**config.mk**
```make
export PLATFORM = sky130hd
export DESIGN_NAME = seq_record_counter_flat
export DESIGN_NICKNAME = d
export VERILOG_FILES = /design/src/rtl/seq_pkg.sv /design/src/rtl/seq_record_counter_if.sv /design/src/rtl/seq_store.sv /design/src/rtl/seq_record_counter.sv /design/src/flat_wrapper.sv
export SDC_FILE = /design/constraint.sdc
export NUM_CORES = 1
export LEC_CHECK = 0
export ABC_CLOCK_PERIOD_IN_PS = 1600
export CAP_MARGIN = 10
export CORE_MARGIN = 2
export CORE_UTILIZATION = 50
export CTS_CLUSTER_DIAMETER = 80
export DETAILED_ROUTE_END_ITERATION = 8
export PLACE_DENSITY_LB_ADDON = 0.3
export SLEW_MARGIN = 30
export SYNTH_ARGS = -nofsm -noshare
export SYNTH_HDL_FRONTEND = slang
export SYNTH_SLANG_ARGS = --single-unit
```
**constraint.sdc**
```tcl
create_clock -name clk -period 1.6 [get_ports clk]
set_clock_uncertainty 0.1 [all_clocks]
set_input_delay 0.32 -clock clk [delete_from_list [all_inputs] [get_ports clk]]
set_output_delay 0.32 -clock clk [all_outputs]
set_load 0.05 [all_outputs]
```
**src/rtl/seq_pkg.sv**
```systemverilog
// Shared types and default sizing for the sequence record/replay counter.
package seq_pkg;

  localparam int unsigned SEQ_W     = 3;
  localparam int unsigned SEQ_CW    = 3;
  localparam int unsigned SEQ_DEPTH = 6;

  typedef enum logic [1:0] {
    IDLE   = 2'd0,
    RECORD = 2'd1,
    PLAY   = 2'd2,
    DONE   = 2'd3
  } seq_state_e;

endpackage

```
**src/rtl/seq_record_counter_if.sv**
```systemverilog
// Controller <-> step counter bundle; master is the controller, slave the counter.
interface seq_record_counter_if #(
  parameter int unsigned W  = seq_pkg::SEQ_W,
  parameter int unsigned CW = seq_pkg::SEQ_CW
);
  logic          clear;
  logic [W-1:0]  in;
  logic          step_en;
  logic [CW-1:0] count;
  logic [W-1:0]  q;
  logic          q_valid;
  logic          seq_done;
  logic          recording;

  modport master (
    output clear, in, step_en,
    input  count, q, q_valid, seq_done, recording
  );

  modport slave (
    input  clear, in, step_en,
    output count, q, q_valid, seq_done, recording
  );
endinterface

```
**src/rtl/seq_store.sv**
```systemverilog
// DEPTH x W register file: one write port, one combinational read port, async-reset to zero.
module seq_store #(
  parameter int unsigned W     = 3,
  parameter int unsigned DEPTH = 6,
  parameter int unsigned AW    = 3
) (
  input  logic          clk,
  input  logic          rst_n,
  input  logic          we,
  input  logic [AW-1:0] waddr,
  input  logic [W-1:0]  wdata,
  input  logic [AW-1:0] raddr,
  output logic [W-1:0]  rdata
);

  logic [W-1:0] mem_q [DEPTH];
  logic [W-1:0] mem_d [DEPTH];

  always_comb begin
    mem_d = mem_q;
    if (we) mem_d[waddr] = wdata;
  end

  always_ff @(posedge clk or negedge rst_n) begin
    if (!rst_n) mem_q <= '{default: '0};
    else        mem_q <= mem_d;
  end

  assign rdata = mem_q[raddr];

endmodule

```
**src/rtl/seq_record_counter.sv**
```systemverilog
// Step counter that records DEPTH controller codes and replays them on q.
// Build option: SEQ_LOOP_EN makes replay wrap and repeat until clear instead of stopping in DONE.
module seq_record_counter
  import seq_pkg::*;
#(
  parameter int unsigned W     = SEQ_W,
  parameter int unsigned CW    = SEQ_CW,
  parameter int unsigned DEPTH = SEQ_DEPTH
) (
  input  logic                 clk,
  input  logic                 rst_n,
  seq_record_counter_if.slave  bus
);

  localparam int unsigned AW = (DEPTH > 1) ? $clog2(DEPTH) : 1;

  if (DEPTH > (1 << CW)) begin : g_depth_check
    $error("seq_record_counter: DEPTH does not fit in CW-bit count");
  end

  seq_state_e    state_q, state_d;
  logic [CW-1:0] count_q, count_d;
  logic [W-1:0]  q_q, q_d;
  logic          q_valid_q, q_valid_d;
  logic          seq_done_q, seq_done_d;
  logic          recording_q, recording_d;
  logic          we_c;
  logic          last_c;
  logic [W-1:0]  rdata;

  seq_store #(.W(W), .DEPTH(DEPTH), .AW(AW)) u_store (
    .clk   (clk),
    .rst_n (rst_n),
    .we    (we_c),
    .waddr (AW'(count_q)),
    .wdata (bus.in),
    .raddr (AW'(count_q)),
    .rdata (rdata)
  );

  assign last_c = (count_q == CW'(DEPTH - 1));

  // Next-state, index and output-register logic; clear overrides everything.
  always_comb begin
    state_d    = state_q;
    count_d    = count_q;
    q_d        = q_q;
    q_valid_d  = 1'b0;
    seq_done_d = 1'b0;
    we_c       = 1'b0;
    if (bus.clear) begin
      state_d = IDLE;
      count_d = '0;
    end else begin
      case (state_q)
        IDLE: begin
          state_d = RECORD;
          count_d = '0;
        end
        RECORD: if (bus.step_en) begin
          we_c = 1'b1;
          if (last_c) begin
            count_d = '0;
            state_d = PLAY;
          end else begin
            count_d = count_q + CW'(1);
          end
        end
        PLAY: if (bus.step_en) begin
          q_d       = rdata;
          q_valid_d = 1'b1;
          if (last_c) begin
            seq_done_d = 1'b1;
`ifdef SEQ_LOOP_EN
            count_d = '0;
`else
            state_d = DONE;
`endif
          end else begin
            count_d = count_q + CW'(1);
          end
        end
        default: ;
      endcase
    end
    recording_d = (state_d == RECORD);
  end

  always_ff @(posedge clk or negedge rst_n) begin
    if (!rst_n) begin
      state_q     <= IDLE;
      count_q     <= '0;
      q_q         <= '0;
      q_valid_q   <= 1'b0;
      seq_done_q  <= 1'b0;
      recording_q <= 1'b0;
    end else begin
      state_q     <= state_d;
      count_q     <= count_d;
      q_q         <= q_d;
      q_valid_q   <= q_valid_d;
      seq_done_q  <= seq_done_d;
      recording_q <= recording_d;
    end
  end

  assign bus.count     = count_q;
  assign bus.q         = q_q;
  assign bus.q_valid   = q_valid_q;
  assign bus.seq_done  = seq_done_q;
  assign bus.recording = recording_q;

endmodule

```
**src/flat_wrapper.sv**
```systemverilog
// flat-port wrapper written by rule: the top's interface ports become plain ports
module seq_record_counter_flat import seq_pkg::*;
#(
  parameter int unsigned W     = SEQ_W,
  parameter int unsigned CW    = SEQ_CW,
  parameter int unsigned DEPTH = SEQ_DEPTH
)
  (clk, rst_n, bus_clear, bus_in, bus_step_en, bus_count, bus_q, bus_q_valid, bus_seq_done, bus_recording);
  seq_record_counter_if #(.W(W), .CW(CW)) bus_i ();
  input  logic clk;
  input  logic rst_n;
  input wire logic [$bits(bus_i.clear)-1:0] bus_clear;
  input wire logic [$bits(bus_i.in)-1:0] bus_in;
  input wire logic [$bits(bus_i.step_en)-1:0] bus_step_en;
  output wire logic [$bits(bus_i.count)-1:0] bus_count;
  output wire logic [$bits(bus_i.q)-1:0] bus_q;
  output wire logic [$bits(bus_i.q_valid)-1:0] bus_q_valid;
  output wire logic [$bits(bus_i.seq_done)-1:0] bus_seq_done;
  output wire logic [$bits(bus_i.recording)-1:0] bus_recording;
  assign bus_i.clear = bus_clear;
  assign bus_i.in = bus_in;
  assign bus_i.step_en = bus_step_en;
  assign bus_count = bus_i.count;
  assign bus_q = bus_i.q;
  assign bus_q_valid = bus_i.q_valid;
  assign bus_seq_done = bus_i.seq_done;
  assign bus_recording = bus_i.recording;
  seq_record_counter #(.W(W), .CW(CW), .DEPTH(DEPTH)) u_core (.clk(clk), .rst_n(rst_n), .bus(bus_i));
endmodule
```
==> results of run 1 <==
==> state kept, by name (all words and copies together), names as in the netlist <==
signal and cells:
u_core.bus.q_valid 1, u_core.bus.q 3, u_core.bus.seq_done 1, u_core.state_q 2
u_core.u_store.mem_q 18, u_core.bus.recording 1, u_core.bus.count 3
==> cell type report <==
type	instances	area, µm²	share of cell area, %
Clock inverter	1	5.005	0.2371
Tap cell	31	38.79	1.838
Inverter	7	26.28	1.245
Clock buffer	7	65.06	3.082
Multi-Input combinational cell	81	834.6	39.54
Sequential cell	29	730.7	34.62
Timing Repair Buffer	36	410.4	19.44
==> metrics by stage <==
step | total power, mW | instance area (µm²) | instances
floorplan | 0.9977 | 1539 | 123
global placement | 1.122 | 1889 | 176
detailed placement | 1.137 | 1889 | 176
CTS | 1.651 | 2038 | 191
global route | 1.741 | 2111 | 192
finish | 1.673 | 2111 | 192
==> power groups by stage <==
stage               Clock, mW  Combinational [mW]  Sequential (mW)
floorplan                   0               0.152            0.846
global placement            0               0.296            0.826
detailed placement          0               0.306            0.831
CTS                     0.516               0.319            0.817
global route            0.541               0.376            0.825
finish                  0.501               0.352            0.820
==> worst max-delay path: stages (launching register included) <==
cell and delay, ns:
dfrtp_1 0.41, inv_2 0.09, ha_4 0.14, and4bb_4 0.27, and3_4 0.22, mux2_4 0.30
==> routing by layer <==
layer	GRT usage, %	share of wire [%]	up-vias
li1	-	-	534
met1	28.35	44	554
met2	35.71	51	24
met3	5.495	3.9	3
met4	6.169	0.70	0
met5	0	0	-
==> cell usage in the layout, fill, tap and decap left out, types with 3 or more instances in the layout <==
cell / instances
dfrtp_1: 25
buf_4: 20
mux2_2: 17
buf_12: 10
mux2i_1: 6
clkdlybuf4s50_1: 6
nor2_1: 5
clkbuf_4: 5
nand2_1: 4
inv_1: 4
ha_4: 4
dfrtp_2: 4
inv_2: 3
mux2_4: 3
==> logic make-up (layout without fill, tap and decap cells) <==
logic type / Yosys count / after routing / synth area share, %
simple gates: 32 / 32 / 13.64
flops: 29 / 29 / 48.25
mux: 27 / 27 / 20.47
compound gates: 16 / 16 / 8.403
buf+inv: 13 / 51 / 4.243
fa+ha+maj: 6 / 6 / 4.992
==> worst paths after layout <==
kind | end | from | cells after the start | slack (ns)
hold / removal | u_core.u_store.mem_q[10] | rst_n | 2 | 0.25
setup reg to reg | u_core.u_store.mem_q[2] | u_core.state_q[1] | 5 | -0.02
min in group clk | u_core.u_store.mem_q[5] | u_core.u_store.mem_q[5] | 1 | 0.42
max in group asynchronous | u_core.state_q[0] | rst_n | 2 | 0.97
setup / recovery | u_core.u_store.mem_q[2] | u_core.state_q[1] | 5 | -0.02
hold reg to reg | u_core.u_store.mem_q[5] | u_core.u_store.mem_q[5] | 1 | 0.42
==> repair_timing <==
| action | CTS | global route |
|---|---|---|
| cloned | 0 | 0 |
| resized for setup | 8 | 11 |
| hold buffers | 0 | 0 |
| endpoints found under the setup margin | 18 | 19 |
| hold endpoints to repair | 0 | 0 |
| pin swaps | 1 | 2 |
| setup buffers | 7 | 1 |
==> flow_summary.yaml, run 1 <==
clock_tree:
  htree_levels: 2
  cts_buffers: 5
  clk_pin_slew_ns: 0.09
  cts_tree: "yes"
  clockBufferDepth: 2
  cts_sinks: 29
  root_buffer: "clkbuf_4"
  clk_latency_ns: 0.32
floorplan:
  start_util_pct: 53.61
  num_rows: 19
  io_pins: 16
  die-area_mm2: 0.003463
  fp.coreArea_mm2: 0.002805
  die_h_um: 58.85
  fp.dieW_um: 58.85
final_layout:
  drive_gt1_share_pct: 50.31
  antenna_cells: 0
  fin_util_pct: 75.25
  fillers: 171
  nets: 173
  synthToLayoutAreaGrowth_pct: 40.35
global_routing:
  grt_max_degree: 30
  grt_usage_pct: 21.69
  grt_pass1_wl_um: 5471
  antenna_found_initial: 0
  grt_pass1_vias: 1147
  grt_overflow: 0
pwr:
  intPower_mw: 1.219
  combinationalPowerShare_pct: 21.1
  switching_power_mw: 0.4545
  swShare_pct: 27.16
  p_seq_share_pct: 49.0
  p_per_area_mw_per_mm2: 792.6
  leakage_nw: 0.9384
  irDropWorstVdd_mv: 0.5852
  pwr-share-clk_pct: 29.9
placement:
  hpwl_um: 2323
  gp_congestion: 0.7934
  place_ws_ns: -0.3113
  port_buffers: 15
routing:
  postRouteAntennaNets: 0
  drt_pass1_iterations: 6
  viasPerCell: 5.807
  routedWlPerCell_um: 18.64
  drcViolationCount: 1
  routed_wl_um: 3578
  drtIter0Drc: 30
  vias: 1115
timing:
  min_period_ns: 1.623
  finalSetupViolCount: 7
  hold_viol: 0
  fin_hold_ws_ns: 0.2517
  fmax_ghz: 0.6163
  worst_slew_pin_slew_ns: 0.3494
  rsz0062_at_grt: "true"
  timing.final.crit_share_pct: 101.4
  slew_viol_final: 0
  final.setup.worst_slack_ns: -0.02264
  relSlewSlack_pct: 76.71
  setup_tns_ns: -0.08200
synthesis:
  async_flop_share_pct: 100.0
  synthesis.nets: 136
  synth-main-ff-cell: "dfrtp_1"
  synth_area_mm2: 0.001504
  synth_edf_count: 0
  netlist.area_leader.share_pct: 48.25
  ys_ff_latch: 29
  yosys_warnings: 0
  avgSynthCellArea_um2: 12.23
  synth_cells: 123
  yosysUniqueCellTypes: 41
  synth_common_cells: "dfrtp_1 (29), mux2_2 (20), inv_1 (7)"
  yosys.area.top_type: "dfrtp_1"
  synth-seq-area-share_pct: 48.25
  synth_area_leaders: "dfrtp_1 (48%), mux2_2 (15%), ha_1 (5.0%)"
  yosysMostFrequentCell: "dfrtp_1"
status:
  violations: "DRC, setup timing"
  status: "finished with violations"
hold_path:
  min_path_type: "input pin to async pin"
critical_path:
  critPathMaxFanout: 4
  startpoint_type: "register"
  required_ns: 1.72
  setup.worst_path.end_class: "register"
  setup.worst_path.class: "register to register"
  crit_arrival_ns: 1.74
flow_run:
  cap_violations: 0
(Power assumes the default switching activity.)
==> run 2, diff against run 1 <==
--- a/config.mk
+++ b/config.mk
@@ -11,7 +11,7 @@
 export CORE_UTILIZATION = 50
 export CTS_CLUSTER_DIAMETER = 80
 export DETAILED_ROUTE_END_ITERATION = 8
-export PLACE_DENSITY_LB_ADDON = 0.3
+export PLACE_DENSITY = 0.75
 export SLEW_MARGIN = 30
 export SYNTH_ARGS = -nofsm -noshare
 export SYNTH_HDL_FRONTEND = slang
==> run 2 against run 1 <==
Effect of this change: the run still ends with DRC, setup timing left; sequential power is essentially flat; first-iteration DRC count grew 97%; wire length fell by 3.4%; largest cell class unchanged; largest power group unchanged; highest routed layer unchanged.
==> flow_summary.yaml, run 2 (same netlist as run 1, synthesis figures left out) <==
status:
  status: "finished with violations"
  violations: "DRC, setup timing"
pwr:
  combinationalPowerShare_pct: 20.9
  intPower_mw: 1.218
  p_total_mw: 1.671
  p_seq_share_pct: 49.0
  irDropWorstVdd_mv: 0.4586
  swShare_pct: 27.10
  pwr-share-clk_pct: 30.1
  switching_power_mw: 0.4528
  p_per_area_mw_per_mm2: 801.0
  leakage_nw: 0.9156
flow_run:
  cap_violations: 0
floorplan:
  start_util_pct: 53.61
  die_h_um: 58.85
  die-area_mm2: 0.003463
  fp.dieW_um: 58.85
  fp.coreArea_mm2: 0.002805
  io_pins: 16
  num_rows: 19
critical_path:
  rr_startpoint: "u_core.state_q[1]"
  setup.worst_path.class: "register to register"
  reg2reg_setup_slack_ns: -0.04
  required_ns: 1.71
  critPathMaxFanout: 4
  r2r_cells: 5
  crit_arrival_ns: 1.75
  setup.worst_path.end_class: "register"
  startpoint_type: "register"
  worstReg2RegEnd: "u_core.u_store.mem_q[1]"
final_layout:
  largest-register: "u_core.u_store.mem_q"
  final_cell_mix: "dfrtp_1 (25), buf_4 (19), mux2_2 (17), buf_12 (9), clkdlybuf4s50_1 (6)"
  fillers: 178
  final_area_mm2: 0.002086
  synthToLayoutAreaGrowth_pct: 38.69
  drive_gt1_share_pct: 49.69
  final_common_cell: "dfrtp_1"
  antenna_cells: 0
  nets: 171
  largest_reg_flops: 18
hold_path:
  min_path_type: "input pin to async pin"
timing:
  relSlewSlack_pct: 75.71
  rsz0062_at_grt: "true"
  timing.final.crit_share_pct: 102.6
  worst_slew_pin_slew_ns: 0.3644
  min_period_ns: 1.641
  setup_tns_ns: -0.2199
  fmax_ghz: 0.6094
  slew_viol_final: 0
  final.setup.worst_slack_ns: -0.04096
  finalSetupViolCount: 14
  hold_viol: 0
global_routing:
  grt_usage_pct: 21.95
  grt_max_degree: 30
  grt_pass1_wl_um: 5554
  antenna_found_initial: 0
  grt_overflow: 0
  grt_pass1_vias: 1161
clock_tree:
  cts_buffers: 5
  clockBufferDepth: 2
  cts_sinks: 29
  clk_latency_ns: 0.33
  cts_tree: "yes"
  clk_pin_slew_ns: 0.09
  root_buffer: "clkbuf_4"
  holdBufCountCts: 0
  htree_levels: 2
placement:
  hpwl_um: 2436
  port_buffers: 15
  place_area_mm2: 0.001884
  gp_congestion: 0.7967
routing:
  postRouteAntennaNets: 0
  drtIter0Drc: 59
  viasPerCell: 6.016
  drcViolationCount: 2
  vias: 1143
  routedWlPerCell_um: 18.18
  routed_wl_um: 3455
  drt_pass1_iterations: 6
## run 2: final cells by class
type | instances | area [µm²] | share of cell area [%]
repair buffers | 34 | 382.9 | 18.36
inverters | 7 | 26.28 | 1.260
clock inverters | 1 | 5.005 | 0.2400
flip-flops and latches | 29 | 730.7 | 35.03
clock buffers | 7 | 65.06 | 3.119
multi-input cells | 81 | 837.1 | 40.13
well taps | 31 | 38.79 | 1.860
## run 2: per-stage QoR
step	setup WS (ns)	std cells	hold slack, ns	utilization [%]
2_1_floorplan	-0.1221	123	-0.07559	-
3_3_place_gp	-0.3147	177	0.3834	67.17
3_5_place_dp	-0.3350	177	0.3972	67.17
4_1_cts	-0.02962	189	0.2816	72.52
5_1_grt	-0.1197	190	0.2945	74.35
6_report	-0.04096	190	0.2660	74.35
## run 2: how the worst max path moves through the flow
stage / slack [ns] / endpoint / from
floorplan: -0.12 / u_core.u_store.mem_q[0] / u_core.bus.count[1]
global placement: -0.31 / u_core.u_store.mem_q[11] / bus_clear
detailed placement: -0.34 / u_core.u_store.mem_q[1] / bus_clear
CTS: -0.03 / u_core.u_store.mem_q[10] / u_core.state_q[0]
global route: -0.12 / u_core.bus.recording / u_core.state_q[0]
finish: -0.04 / u_core.u_store.mem_q[1] / u_core.state_q[1]
## run 2: power groups by stage
stage	sequential (mW)	clock, mW	combinational [mW]
after global placement	0.826	0	0.294
after detailed placement	0.831	0	0.306
after floorplan	0.846	0	0.152
after CTS	0.816	0.511	0.322
final	0.819	0.502	0.349
after global routing	0.821	0.546	0.371
## run 2: critical path, cell delays in order (launching register included)
cell and delay (ns):
dfrtp_1 0.40, inv_2 0.08, ha_4 0.14, and4bb_4 0.28, and3_4 0.22, mux2_4 0.30
## run 2: repair_timing
action / 4_1_cts / 5_1_grt
buffers inserted: 4 / 1
pin swaps: 2 / 1
resized for setup: 11 / 9
endpoints found under the setup margin: 17 / 23
## run 2: per-layer routing
metal	up-vias	global-route usage [%]	share of wire [%]
met3	11	5.495	4.0
met1	571	26.47	43
met2	30	37.46	51
met5	-	0	0
li1	531	-	-
met4	0	8.766	2.1
==> run 3, diff against run 2 <==
--- a/config.mk
+++ b/config.mk
@@ -8,10 +8,10 @@
 export ABC_CLOCK_PERIOD_IN_PS = 1600
 export CAP_MARGIN = 10
 export CORE_MARGIN = 2
-export CORE_UTILIZATION = 50
+export CORE_UTILIZATION = 43
 export CTS_CLUSTER_DIAMETER = 80
 export DETAILED_ROUTE_END_ITERATION = 8
-export PLACE_DENSITY = 0.75
+export PLACE_DENSITY = 0.66
 export SLEW_MARGIN = 30
 export SYNTH_ARGS = -nofsm -noshare
 export SYNTH_HDL_FRONTEND = slang
==> run 3 against run 2 <==
Effect of this change: the run ends with setup timing left; sequential share of layout area fell by 1.0 points; core utilization fell by 10 points; hold slack improved by 0.027 ns; critical path type unchanged; largest power group unchanged; highest routed layer unchanged.
==> flow_summary.yaml, run 3 (same netlist as run 1, synthesis figures left out) <==
placement:
  place_ws_ns: -0.3416
  dp_cells: 193
  place_area_mm2: 0.001911
  hpwl_um: 2349
  port_buffers: 15
  gp_congestion: 0.7906
timing:
  fin_hold_ws_ns: 0.2925
  fmax_ghz: 0.6065
  timing.final.crit_share_pct: 103.0
  hold_viol: 0
  final.setup.worst_slack_ns: -0.04873
  min_period_ns: 1.649
  slew_viol_final: 0
  relSlewSlack_pct: 75.49
  rsz0062_at_grt: "true"
  setup_tns_ns: -0.3658
  worst_slew_pin_slew_ns: 0.3676
  finalSetupViolCount: 12
global_routing:
  grt_max_degree: 30
  grt_pass1_wl_um: 5871
  grt_usage_pct: 19.36
  grt_pass1_vias: 1194
  antenna_found_initial: 0
  grt_overflow: 0
status:
  status: "finished with violations"
  violations: "setup timing"
final_layout:
  antenna_cells: 0
  drive_gt1_share_pct: 48.77
  largest_reg_flops: 18
  nets: 174
  final_common_cell: "dfrtp_1"
  final_cell_mix: "dfrtp_1 (25), buf_4 (21), mux2_2 (13), buf_12 (10), mux2_4 (7)"
  final_area_mm2: 0.002147
  largest-register: "u_core.u_store.mem_q"
  synthToLayoutAreaGrowth_pct: 42.76
  final_cells: 208
  fin_util_pct: 64.34
clock_tree:
  cts_sinks: 29
  clk_latency_ns: 0.32
  root_buffer: "clkbuf_4"
  clk_pin_slew_ns: 0.09
  cts_tree: "yes"
  htree_levels: 2
  clockBufferDepth: 2
  cts_buffers: 5
routing:
  drt_pass1_iterations: 4
  routed_wl_um: 3574
  vias: 1169
  postRouteAntennaNets: 0
  routedWlPerCell_um: 17.18
  viasPerCell: 5.620
  drcViolationCount: 0
  drtIter0Drc: 35
critical_path:
  crit_arrival_ns: 1.75
  required_ns: 1.71
  setup.worst_path.class: "register to register"
  startpoint_type: "register"
  setup.worst_path.end_class: "register"
  critPathMaxFanout: 3
floorplan:
  fp.coreArea_mm2: 0.003337
  io_pins: 16
  num_rows: 21
  fp.dieW_um: 63.14
  die_h_um: 63.14
  start_util_pct: 45.07
  die-area_mm2: 0.003987
hold_path:
  min_path_type: "input pin to async pin"
pwr:
  p_per_area_mw_per_mm2: 737.9
  p_total_mw: 1.584
  leakage_nw: 0.9229
  irDropWorstVdd_mv: 0.6196
flow_run:
  cap_violations: 0
run 3: final cells by class:
| class | instances | area, µm² |
|---|---|---|
| Fill cell | 256 | 1190 |
| Multi-Input combinational cell | 81 | 865.8 |
| Sequential cell | 29 | 730.7 |
| Timing Repair Buffer | 37 | 417.9 |
| Tap cell | 46 | 57.56 |
| Clock buffer | 8 | 48.80 |
| Inverter | 7 | 26.28 |
run 3: final timing paths:
check / to / cells after the start / from / slack (ns)
setup / recovery: u_core.u_store.mem_q[11] / 5 / u_core.state_q[1] / -0.05
hold / removal: u_core.u_store.mem_q[9] / 2 / rst_n / 0.29
setup reg to reg: u_core.u_store.mem_q[11] / 5 / u_core.state_q[1] / -0.05
hold reg to reg: u_core.u_store.mem_q[14] / 1 / u_core.u_store.mem_q[14] / 0.41
max in group asynchronous: u_core.bus.count[2] / 2 / rst_n / 0.81
min in group clk: u_core.u_store.mem_q[14] / 1 / u_core.u_store.mem_q[14] / 0.41
run 3: worst max-delay path: stages (launching register included):
cell and delay, ns:
dfrtp_1 0.40, inv_2 0.09, ha_4 0.15, nand4b_1 0.20, nor3_4 0.28, mux2_4 0.33
run 3: power breakdown:
group	internal (mW)	switching, mW	total (mW)
sequential	0.781	0.0341	0.815
combinational	0.189	0.171	0.360
clock	0.175	0.235	0.409
total	1.14	0.439	1.58
run 3: layer usage:
layer | track usage (%) | part of all wire, % | wire length (µm)
met2 | 31.12 | 50 | 1785
met3 | 4.821 | 5.2 | 185
met1 | 24.88 | 43 | 1549
met5 | 0 | 0 | 0
met4 | 8.056 | 1.5 | 54
run 3: timing repair:
item                       4_1_cts  5_1_grt
setup endpoints to repair       17       22
resized for setup               12       12
buffers inserted                 7        0
pin swaps                        3        2
hold buffers                     0        0
